**src/rtl/muldiv_ctl.sv**
```systemverilog
// rtl/muldiv_ctl.sv - HI/LO owner and 1-bit/cycle MULT/DIV sequencer beside the EX-stage ALU
module muldiv_ctl #(
    parameter int DATA_W = 32,
    parameter int CNT_W  = 6
) (
    input  logic              clk,
    input  logic              rst_n,
    input  logic              md_valid_i,
    input  logic [2:0]        md_op_i,
    input  logic [DATA_W-1:0] md_rs_i,
    input  logic [DATA_W-1:0] md_rt_i,
    output logic              md_stall_o,
    output logic              md_busy_o,
    output logic [DATA_W-1:0] md_rdata_o,
    output logic [DATA_W-1:0] hi_o,
    output logic [DATA_W-1:0] lo_o
);

    typedef enum logic [1:0] {S_IDLE, S_MUL, S_DIV, S_FIX} state_t;

    localparam logic [2:0] OP_MULT  = 3'b000;
    localparam logic [2:0] OP_MULTU = 3'b001;
    localparam logic [2:0] OP_DIV   = 3'b010;
    localparam logic [2:0] OP_DIVU  = 3'b011;
    localparam logic [2:0] OP_MTHI  = 3'b100;
    localparam logic [2:0] OP_MTLO  = 3'b101;
    localparam logic [2:0] OP_MFHI  = 3'b110;
    localparam logic [2:0] OP_MFLO  = 3'b111;

    state_t              state;
    logic [CNT_W-1:0]    count;
    logic [2*DATA_W-1:0] acc;
    logic [DATA_W-1:0]   opb;
    logic [DATA_W-1:0]   hi_q;
    logic [DATA_W-1:0]   lo_q;
    logic                is_div;
    logic                neg_lo;
    logic                neg_hi;

    logic              idle;
    logic              accept;
    logic              signed_op;
    logic              rs_neg;
    logic              rt_neg;
    logic [DATA_W-1:0] rs_abs;
    logic [DATA_W-1:0] rt_abs;
    logic              last_iter;

    assign idle      = (state == S_IDLE);
    assign accept    = idle & md_valid_i;
    assign signed_op = (md_op_i == OP_MULT) | (md_op_i == OP_DIV);
    assign rs_neg    = signed_op & md_rs_i[DATA_W-1];
    assign rt_neg    = signed_op & md_rt_i[DATA_W-1];
    assign rs_abs    = rs_neg ? -md_rs_i : md_rs_i;
    assign rt_abs    = rt_neg ? -md_rt_i : md_rt_i;
    assign last_iter = (count == CNT_W'(DATA_W - 1));

    // acc holds {partial product, remaining multiplier} while multiplying
    logic [DATA_W:0]     mul_sum;
    logic [2*DATA_W-1:0] mul_next;
    assign mul_sum  = {1'b0, acc[2*DATA_W-1:DATA_W]} + (acc[0] ? {1'b0, opb} : '0);
    assign mul_next = {mul_sum, acc[DATA_W-1:1]};

    // and {remainder, dividend/quotient} while dividing
    logic [DATA_W:0]     div_sh;
    logic [DATA_W:0]     div_diff;
    logic                div_ge;
    logic [2*DATA_W-1:0] div_next;
    assign div_sh   = {acc[2*DATA_W-1:DATA_W], acc[DATA_W-1]};
    assign div_ge   = (div_sh >= {1'b0, opb});
    assign div_diff = div_sh - {1'b0, opb};
    assign div_next = {(div_ge ? div_diff[DATA_W-1:0] : div_sh[DATA_W-1:0]),
                       acc[DATA_W-2:0], div_ge};

    logic [2*DATA_W-1:0] prod_fix;
    logic [DATA_W-1:0]   quo_fix;
    logic [DATA_W-1:0]   rem_fix;
    assign prod_fix = neg_lo ? -acc : acc;
    assign quo_fix  = neg_lo ? -acc[DATA_W-1:0] : acc[DATA_W-1:0];
    assign rem_fix  = neg_hi ? -acc[2*DATA_W-1:DATA_W] : acc[2*DATA_W-1:DATA_W];

    always_ff @(posedge clk or negedge rst_n) begin
        if (!rst_n) begin
            state  <= S_IDLE;
            count  <= '0;
            acc    <= '0;
            opb    <= '0;
            hi_q   <= '0;
            lo_q   <= '0;
            is_div <= 1'b0;
            neg_lo <= 1'b0;
            neg_hi <= 1'b0;
        end else begin
            case (state)
                S_IDLE: if (accept) begin
                    count <= '0;
                    case (md_op_i)
                        OP_MULT, OP_MULTU: begin
                            state  <= S_MUL;
                            is_div <= 1'b0;
                            acc    <= {{DATA_W{1'b0}}, rt_abs};
                            opb    <= rs_abs;
                            neg_lo <= rs_neg ^ rt_neg;
                            neg_hi <= 1'b0;
                        end
                        OP_DIV, OP_DIVU: begin
                            is_div <= 1'b1;
                            if (md_rt_i == '0) begin
                                // divide-by-zero: raw rs to HI, all ones to LO via FIX
                                state  <= S_FIX;
                                acc    <= {md_rs_i, {DATA_W{1'b1}}};
                                neg_lo <= 1'b0;
                                neg_hi <= 1'b0;
                            end else begin
                                state  <= S_DIV;
                                acc    <= {{DATA_W{1'b0}}, rs_abs};
                                opb    <= rt_abs;
                                neg_lo <= rs_neg ^ rt_neg;
                                neg_hi <= rs_neg;
                            end
                        end
                        OP_MTHI: hi_q <= md_rs_i;
                        OP_MTLO: lo_q <= md_rs_i;
                        default: ;
                    endcase
                end
                S_MUL: begin
                    acc   <= mul_next;
                    count <= count + 1'b1;
                    if (last_iter) state <= S_FIX;
                end
                S_DIV: begin
                    acc   <= div_next;
                    count <= count + 1'b1;
                    if (last_iter) state <= S_FIX;
                end
                S_FIX: begin
                    state <= S_IDLE;
                    if (is_div) begin
                        hi_q <= rem_fix;
                        lo_q <= quo_fix;
                    end else begin
                        hi_q <= prod_fix[2*DATA_W-1:DATA_W];
                        lo_q <= prod_fix[DATA_W-1:0];
                    end
                end
                default: state <= S_IDLE;
            endcase
        end
    end

    assign md_busy_o  = ~idle;
    assign md_stall_o = md_valid_i & ~idle;
    assign md_rdata_o = (accept && md_op_i == OP_MFHI) ? hi_q :
                        (accept && md_op_i == OP_MFLO) ? lo_q : '0;
    assign hi_o = hi_q;
    assign lo_o = lo_q;

endmodule

```
**config.mk**
```make
export PLATFORM = sky130hd
export DESIGN_NAME = muldiv_ctl
export DESIGN_NICKNAME = d
export VERILOG_FILES = /design/src/rtl/muldiv_ctl.sv
export SDC_FILE = /design/constraint.sdc
export NUM_CORES = 1
export LEC_CHECK = 0
export CORE_MARGIN = 4
export CORE_UTILIZATION = 30
export CTS_CLUSTER_SIZE = 20
export DETAILED_ROUTE_END_ITERATION = 10
export GPL_ROUTABILITY_DRIVEN = 0
export PLACE_DENSITY = 0.59
export SLEW_MARGIN = 20
export SYNTH_ARGS = -nofsm -noshare
export SYNTH_HDL_FRONTEND = slang
export SYNTH_SLANG_ARGS = --single-unit
```
**constraint.sdc**
```tcl
create_clock -name clk -period 5.47 [get_ports clk]
set_input_delay 1.641 -clock clk [delete_from_list [all_inputs] [get_ports clk]]
set_output_delay 1.641 -clock clk [all_outputs]
set_load 0.05 [all_outputs]
```
# Word-level counts from Yosys, hierarchy flattened
# Index checks and enable logic that the tools add are counted.
[totals]
out_inout_bits = 98
register_bits = 171
in_bits = 70
[op_classes]
bitwise = 7
add_sub_neg = 8
n_reduce_logical = 19
order_cmp = 1
muxes = 35
eq_ne = 17
[op_table]
columns = ["cell", "n"]
rows = [
  ["two-way mux 32 bit", 15],
  ["two-way mux 64 bit", 3],
  ["one-hot mux 32 bit (2 select lines)", 3],
  ["one-hot mux 64 bit (3 select lines)", 1],
  ["negation 32 bit", 4],
  ["one-hot mux 64 bit (2 select lines)", 1],
  ["negation 64 bit", 1],
  ["adder 32 x 32 -> 33 bit", 1],
  [">= comparator 33 x 32 -> 1 bit", 1],
  ["zero test 32 bit", 1],
  ["subtractor 32 bit", 1],
  ["AND reduction 3 bit", 5],
  ["equality test 3 bit, second input constant", 4],
  ["one-hot mux 6 bit (2 select lines)", 1],
  ["inequality test 2 x 1 -> 1 bit, second input constant", 4],
  ["adder 6 x 1 -> 6 bit, second input constant", 1],
  ["equality test 3 x 2 -> 1 bit, second input constant", 2],
  ["equality test 6 x 5 -> 1 bit, second input constant", 1],
  ["two-way mux 6 bit", 1],
  ["one-hot mux 1 bit (2 select lines)", 3],
  ["one-hot mux 2 bit (3 select lines)", 1],
  ["nonzero test 2 bit", 3],
  ["OR reduction 2 bit", 3],
  ["bitwise AND 1 bit", 4],
  ["17 further kinds", 22],
]

# Depth between registers and ports, before layout
# Gate-level depths: netlist of run 1.
[depth]
depth_word = 8
depth_mapped = 15
mapped_depth_nobuf = 14

# Worst setup path after synthesis of run 1
# OpenSTA, ideal clock, no wires.
[synth_timing]
path_type = "input to output"
from = "in md_op_i[0]"
to = "out md_rdata_o[10]"
path_stages = 4
n_path_buf = 2
arrival_time_ps = 2993
setup_slack_ps = 836
cell_sequence = "buf_8 -> clkbuf_1 -> mux2i_1 -> nor2_1"
[synth_via]
elab_chain_cells = 4
elab_cells_between_ends = 6
classes_between = "eq/ne: 2; mux: 2; reduce/logical: 2"
[synth_rtl]
columns = ["item", "line", "text"]
rows = [
  ["from (decl)", "9", "input logic [2:0] md_op_i,"],
  ["equality test 3 bit", "155", "(accept && md_op_i == OP_MFLO) ? lo_q : '0;"],
  ["logical AND 1 bit", "155", ""],
  ["two-way mux 32 bit", "155", ""],
  ["two-way mux 32 bit *", "154", "assign md_rdata_o = (accept && md_op_i == OP_MFHI) ? hi_q :"],
  ["to (decl)", "14", "output logic [DATA_W-1:0] md_rdata_o,"],
]
# Every way passes the cells marked *; elsewhere a longest branch is shown, timed or not.

# Worst setup path after layout of run 1
[layout_timing]
from = "in md_rs_i[3]"
to = "reg opb[30]"
[layout_via]
elab_chain_cells = 3
[layout_rtl]
columns = ["item", "line", "text"]
rows = [
  ["from (decl)", "10", "input logic [DATA_W-1:0] md_rs_i,"],
  ["negation 32 bit", "54", "assign rs_abs = rs_neg ? -md_rs_i : md_rs_i;"],
  ["two-way mux 32 bit", "54", ""],
  ["one-hot mux 32 bit (2 select lines)", "97", "case (md_op_i)"],
  ["to (signal assigned)", "102", "opb <= rs_abs;"],
  ["to (signal assigned)", "117", "opb <= rt_abs;"],
  ["to (decl)", "33", "logic [DATA_W-1:0] opb;"],
]
# No other way between the ends.
# A chain may end at the register's enable or synchronous reset.

==> results of run 1 <==
state kept, by name, summed over array words and instances (netlist names):
name	flops
neg_hi	1
neg_lo	1
lo_o	32
state	2
count	6
is_div	1
hi_o	32
opb	32
acc	64
routing by layer:
| metal | vias to the layer above | global-route usage, % | wire length (µm) |
|---|---|---|---|
| li1 | 7885 | - | - |
| met2 | 980 | 32.57 | 27760 |
| met5 | - | 0 | 0 |
| met1 | 8225 | 31.76 | 29550 |
| met4 | 0 | 9.494 | 3067 |
| met3 | 170 | 4.838 | 7096 |
synthesized netlist by cell type (7+ instances only):
cell type,count,share of area [%]
nor2_1,234,5.4
nand3_1,30,0.92
ha_1,73,5.6
xnor2_1,86,4.6
o21a_1,11,0.50
nand2_1,238,5.5
o21ai_0,187,5.7
nand2b_1,15,0.57
xor2_1,84,4.5
dfrtp_1,171,26
nor3_1,56,1.7
clkbuf_8,10,0.84
nor4_1,11,0.42
clkbuf_1,105,2.4
o41ai_1,15,0.80
a21o_1,63,2.9
mux2i_1,56,3.4
a211oi_1,51,2.3
or2_2,10,0.38
o21ai_1,22,0.67
or3_1,12,0.46
or4_1,15,0.69
a22oi_1,12,0.55
buf_2,10,0.31
o211ai_1,12,0.55
buf_4,7,0.32
a311oi_1,8,0.43
o31ai_1,26,1.2
a21oi_1,185,5.7
a22o_1,24,1.3
a221oi_1,32,1.7
mux2_2,13,0.90
and3_1,12,0.46
and2_1,8,0.31
nor2b_1,13,0.50
nand4_1,9,0.34
a31oi_1,16,0.61
inv_1,73,1.7
area by class of cell:
| type | instances | area (µm²) |
|---|---|---|
| fill | 5511 | 34290 |
| clock inverter | 10 | 117.6 |
| sequential | 171 | 4279 |
| tap | 696 | 870.8 |
| clock buffer | 22 | 464.2 |
| inverter | 74 | 277.8 |
| multi-input combinational | 1742 | 11160 |
| timing repair buffer | 225 | 2461 |
how the worst max path moves through the flow:
| stage | startpoint | end | cells past startpoint |
|---|---|---|---|
| 6_report | md_rs_i[3] | opb[30]$_DFFE_PN0P_ | 10 |
| 5_1_grt | md_valid_i | md_stall_o | 4 |
| 4_1_cts | md_valid_i | md_stall_o | 4 |
| 3_5_place_dp | md_rs_i[3] | opb[30]$_DFFE_PN0P_ | 10 |
| 3_3_place_gp | md_rs_i[18] | opb[29]$_DFFE_PN0P_ | 10 |
| 2_1_floorplan | md_op_i[0] | md_rdata_o[10] | 4 |
cells by family after synthesis:
logic type,after synthesis,share of synthesized area [%]
buffers and inverters,214,6.028
multiplexers,69,4.322
XOR/XNOR,170,9.103
flip-flops,171,26.16
adder cells (fa/ha/maj),75,5.829
AND/OR/NAND/NOR,712,20.63
AO/OA/AOI/OAI,716,27.92
worst reg2reg max path, stage by stage, from the launching register on:
cell and delay (ns):
dfrtp_1 0.57, inv_1 0.25, ha_1 0.29, fa_1 0.42, nand2b_1 0.19, a211oi_1 0.39
nor4b_1 0.17, o31ai_1 0.46, o21ai_1 0.26, a211o_1 0.33, a2111oi_0 0.50, o311ai_1 0.19
a31oi_1 0.25, a21o_1 0.12
where the power goes:
group / internal [mW] / leakage, nW / switching, mW / total, mW
clock network: 0.698 / 0.284 / 0.555 / 1.25
registers: 1.87 / 2.13 / 1.07 / 2.94
logic: 3.42 / 5.80 / 5.88 / 9.30
metrics by stage:
step | setup slack (ns) | utilization, % | hold WS, ns | area (µm²) | total power [mW]
floorplan | 0.8360 | - | 0.4497 | 16360 | 9.183
global placement | -0.04203 | 35.32 | 0.4697 | 19050 | 11.85
CTS | 0.6191 | 36.41 | 0.4908 | 19640 | 13.28
finish | 0.5755 | 36.41 | 0.4898 | 19640 | 13.49
global route | 0.5053 | 36.41 | 0.5113 | 19640 | 14.35
detailed placement | 0.2572 | 35.34 | 0.4787 | 19050 | 12.01
==> run summary, run 1 <==
status - completed
final WL - 67.48 mm
drt initial violations - 2183
Final Max Slew Viols - 0
layout cells sized above 1 - 8.734%
Fin Setup TNS - 0 ns
Die X - 241.5 µm
Residual DRC - 0
Core Region - 0.05392 mm²
clk_lat worst skew - 0.45 ns
Port Buffers - 167
Min-Delay Path Class - flip-flop to flip-flop
critical path endpoint category - flip-flop
Arrival @ worst endpoint - 5.23 ns
R2R depth - 13
Synth Cell Area - 0.01636 mm²
DP HPWL - 52.50 mm
flop2flop setup slack - 1.02 ns
root buffer selected by CTS - clkbuf_16
Worst Path Max Fanout - 5
drt wl/cell - 22.95 µm
worst-margin pin slew - 1.091 ns
yosys warns - 0
setup bufs post-CTS - 0
Die Y - 241.5 µm
leakage power - 8.217 nW
crit path time final - 4.895 ns
FP Rows - 85
vias in the first global route - 15950
hold-critical path depth - 2
first-pass GRT wire length - 99.42 mm
post-route insts no fill - 2940
worst-path cell chain - clkdlybuf4s50_1 -> nor3_1 -> nand3_1 -> nor3b_1 -> nor3b_2 -> nand3b_1 -> o21ai_1 -> xor2_1 -> mux2i_1 -> mux2_2
via count - 17260
final worst-path cycle share - 89.48%
Post-CTS Resized - 0
Vias/cell - 5.871
CTS tree - done
final setup vio count - 0
Area growth syn-to-layout - 20.05%
RR Startpoint - acc[31]$_DFFE_PN0P_
crit start category - primary input
Clock transition at path regs - 0.07 ns
Crit Path Category - primary input to flip-flop
Die ar. - 0.05832 mm²
clock tree buffer depth - 2
Num CTS Buffers - 17
Yosys reg bits - 171
Seq/Total Area, Yosys - 26.16%
CP delay by family, top - simple AND/OR/NAND/NOR gates
CP max stage delay - 0.89 ns
initial antenna violation count - 3
Worst path slowest cell - nor3_1
Buf+Inv Stages, Crit Path - 1
# diodes - 0
P per Cell Area - 687.0 mW/mm²
Clock Skew - 0.01213 ns
all-layer global routing usage - 22.30%
Post-Syn Instances - 2127
fmax - 0.2043 GHz
I/O pin count - 168
asr flop ratio synth - 100.0%
DR pass1 iterations - 6
MaxCap Viol Count - 0
Unique masters post-synth - 94
clock sinks - 171
GRT overflow - 0
ys flop type - dfrtp_1
HP Start - opb[14]$_DFFE_PN0P_
most frequent cells in the layout - nand2_1 (238), nor2_1 (233), o21ai_0 (187)
hold buffers post-CTS - 0
most common cell after layout, fill and taps aside - nand2_1
Worst slew margin - 26.72%
final hold viol count - 0
CP required - 5.80 ns
Reg2Reg Capture Point - acc[62]$_DFFE_PN0P_
final net count - 2376
RSZ-0062 raised after global routing - no
Syn Nets - 2272
H-tree depth - 4
Cells after DPL - 2908
Initial Util - 30.33%
largest net degree at the start of global routing - 107
WHS Endpoint - opb[14]$_DFFE_PN0P_
Synth Area per Inst - 7.690 µm²
Peak VDD IR - 0.0002837 V
Routed Antenna Nets - 0
number of flops mapped to enable cells by yosys - 0
No activity file was read; power rests on OpenSTA's default activity.
==> run 2: changes to the inputs <==
Settings changed: MAX_ROUTING_LAYER set to met4, PLACE_DENSITY 0.59 to 0.53.
==> run summary, run 2 (synthesis results as in run 1) <==
fmax - 0.2019 GHz (-1.2%)
Fin Setup TNS - 0 ns (unchanged)
critical path endpoint category - flip-flop
hold-critical path depth - 2 (unchanged)
root buffer selected by CTS - clkbuf_16
Net Sw Frac - 55.34% (-0.25 points)
GRT overflow - 0 (unchanged)
largest net degree at the start of global routing - 108 (+0.93%)
setup bufs post-CTS - 0 (unchanged)
Worst slew margin - 29.18% (+2.5 points)
DR pass1 iterations - 5 (-1)
final hold viol count - 0 (unchanged)
clk_lat worst skew - 0.47 ns (+0.02 ns)
WHS Endpoint - opb[14]$_DFFE_PN0P_
crit start category - primary input
Crit Path Category - primary input to flip-flop
M2 GR Usage - 33.60% (+1.0 points)
vias in the first global route - 15830 (-0.73%)
status - completed
final setup vio count - 0 (unchanged)
Combinational Power Share - 69.0% (about the same)
Peak VDD IR - 0.0003322 V (+17%)
Area growth syn-to-layout - 20.27%
final WL - 68.56 mm (+1.6%)
Die X - 241.5 µm (unchanged)
I/O pin count - 168 (unchanged)
Final Cell Area - 0.01967 mm² (+0.18%)
# diodes - 0 (unchanged)
Vias/cell - 5.752 (-2.0%)
Initial Util - 30.33% (unchanged)
initial antenna violation count - 0 (-3)
MaxCap Viol Count - 0 (unchanged)
CTS tree - done
Die ar. - 0.05832 mm² (unchanged)
sequential power share - 21.8% (about the same)
drt wl/cell - 23.31 µm (+1.6%)
NetSw - 7.427 mW (-0.97%)
global-route met1 utilization - 32.77% (+1.0 points)
leakage power - 8.234 nW (+0.21%)
Residual DRC - 0 (unchanged)
GRT Max-Usage Layer - met2
pre-CTS setup slack - 0.2948 ns (+0.03758 ns)
placement-stage cell area - 0.01909 mm² (+0.19%)
clock tree buffer depth - 2 (unchanged)
most frequent cells in the layout - nand2_1 (238), nor2_1 (233), o21ai_0 (187)
Hold Slack - 0.4894 ns (-0.0003710 ns)
Routed Antenna Nets - 0 (unchanged)
final worst slack - 0.5177 ns (-0.05781 ns)
worst-margin pin slew - 1.053 ns (-0.03824 ns)
first-pass GRT wire length - 100.9 mm (+1.5%)
all-layer global routing usage - 23.42% (+1.1 points)
P per Cell Area - 682.2 mW/mm² (-0.70%)
via count - 16920 (-2.0%)
DP HPWL - 53.74 mm (+2.4%)
clock share of power - 9.2% (about the same)
FP Rows - 85 (unchanged)
Post-CTS Resized - 0 (unchanged)
Clock Skew - 0.01632 ns (+0.004193 ns)
Core Region - 0.05392 mm² (unchanged)
crit path time final - 4.952 ns (+0.05781 ns)
final worst-path cycle share - 90.54% (+1.1 points)
Clock transition at path regs - 0.07 ns (about the same)
flop2flop setup slack - 1.23 ns (+0.21 ns)
Worst Path Max Fanout - 3 (-2)
CP required - 5.82 ns (+0.02 ns)
clock sinks - 171 (unchanged)
Min-Delay Path Class - flip-flop to flip-flop
HP Start - opb[14]$_DFFE_PN0P_
Port Buffers - 167 (unchanged)
H-tree depth - 4 (unchanged)
R2R depth - 13 (unchanged)
M3 GR Usage - 5.328% (+0.49 points)
largest reg by FF count - acc
max reg flops - 64 (unchanged)
Internal - 5.993 mW (about the same)
RR Startpoint - acc[31]$_DFFE_PN0P_
RSZ-0062 raised after global routing - no
layout cells sized above 1 - 8.820% (+0.085 points)
hold buffers post-CTS - 0 (unchanged)
Die Y - 241.5 µm (unchanged)
Arrival @ worst endpoint - 5.30 ns (+0.07 ns)
most common cell after layout, fill and taps aside - nand2_1
drt initial violations - 1810 (-17%)
Num CTS Buffers - 17 (unchanged)
Reg2Reg Capture Point - acc[62]$_DFFE_PN0P_
Final Max Slew Viols - 0 (unchanged)
final net count - 2381 (+0.21%)
run 2: cell types whose count changed in the layout (fill, tap and decap cells not counted):
cell,delta
buf_4,+3
clkinv_4,-4
clkbuf_1,-2
nor4_1,+1
buf_16,+1
nor4_2,-1
clkinvlp_4,+2
buf_12,+1
run 2: worst max-delay path: stages:
cell and delay, ns:
clkdlybuf4s50_1 0.52, nor3_1 0.66, nand2_1 0.36, nor4_1 0.87
buf_4 0.25, nand3b_1 0.11, o21ai_0 0.26, xor2_1 0.25
mux2i_1 0.10, mux2_2 0.27
run 2: metal layers:
layer  wire length, µm  part of all wire, %
met1             30920                   45
met2             28790                   42
met3              6687                  9.8
met4              2168                  3.2
met5                 0                    0
run 2: power groups by stage:
stage | sequential [mW] | combinational [mW] | clock [mW]
2_1_floorplan | 3.16 | 6.02 | 0
3_3_place_gp | 2.89 | 9.00 | 0
3_5_place_dp | 2.93 | 9.11 | 0
4_1_cts | 2.90 | 9.14 | 1.24
5_1_grt | 3.00 | 10.1 | 1.29
6_report | 2.93 | 9.26 | 1.23
run 2: metrics by stage:
stage	std cells	utilization [%]	power, mW
2_1_floorplan	2127	-	9.183
3_3_place_gp	2912	35.40	11.90
3_5_place_dp	2912	35.40	12.03
4_1_cts	2940	36.43	13.27
5_1_grt	2941	36.48	14.37
6_report	2941	36.48	13.42
run 2: area by class of cell:
cell class              instances  area [µm²]
clock buffers                  20       456.7
clock inverters                 8       97.59
fillers                      5553       34250
inverters                      74       277.8
multi-input cells            1742       11160
flip-flops and latches        171        4279
well taps                     696       870.8
repair buffers                230        2531
run 2: worst max path at each step:
stage,start,endpoint,cells past startpoint
detailed placement,md_rs_i[3],opb[26]$_DFFE_PN0P_,10
floorplan,md_op_i[0],md_rdata_o[10],4
global route,md_valid_i,md_stall_o,4
CTS,md_valid_i,md_stall_o,4
finish,md_rs_i[18],opb[26]$_DFFE_PN0P_,10
global placement,md_rs_i[3],opb[26]$_DFFE_PN0P_,10
==> run 3: changes to the inputs <==
Settings changed: CTS_CLUSTER_DIAMETER set to 150.
==> results of run 3 <==
Same layout as run 2: the final DEF is identical, and so are final timing and power.
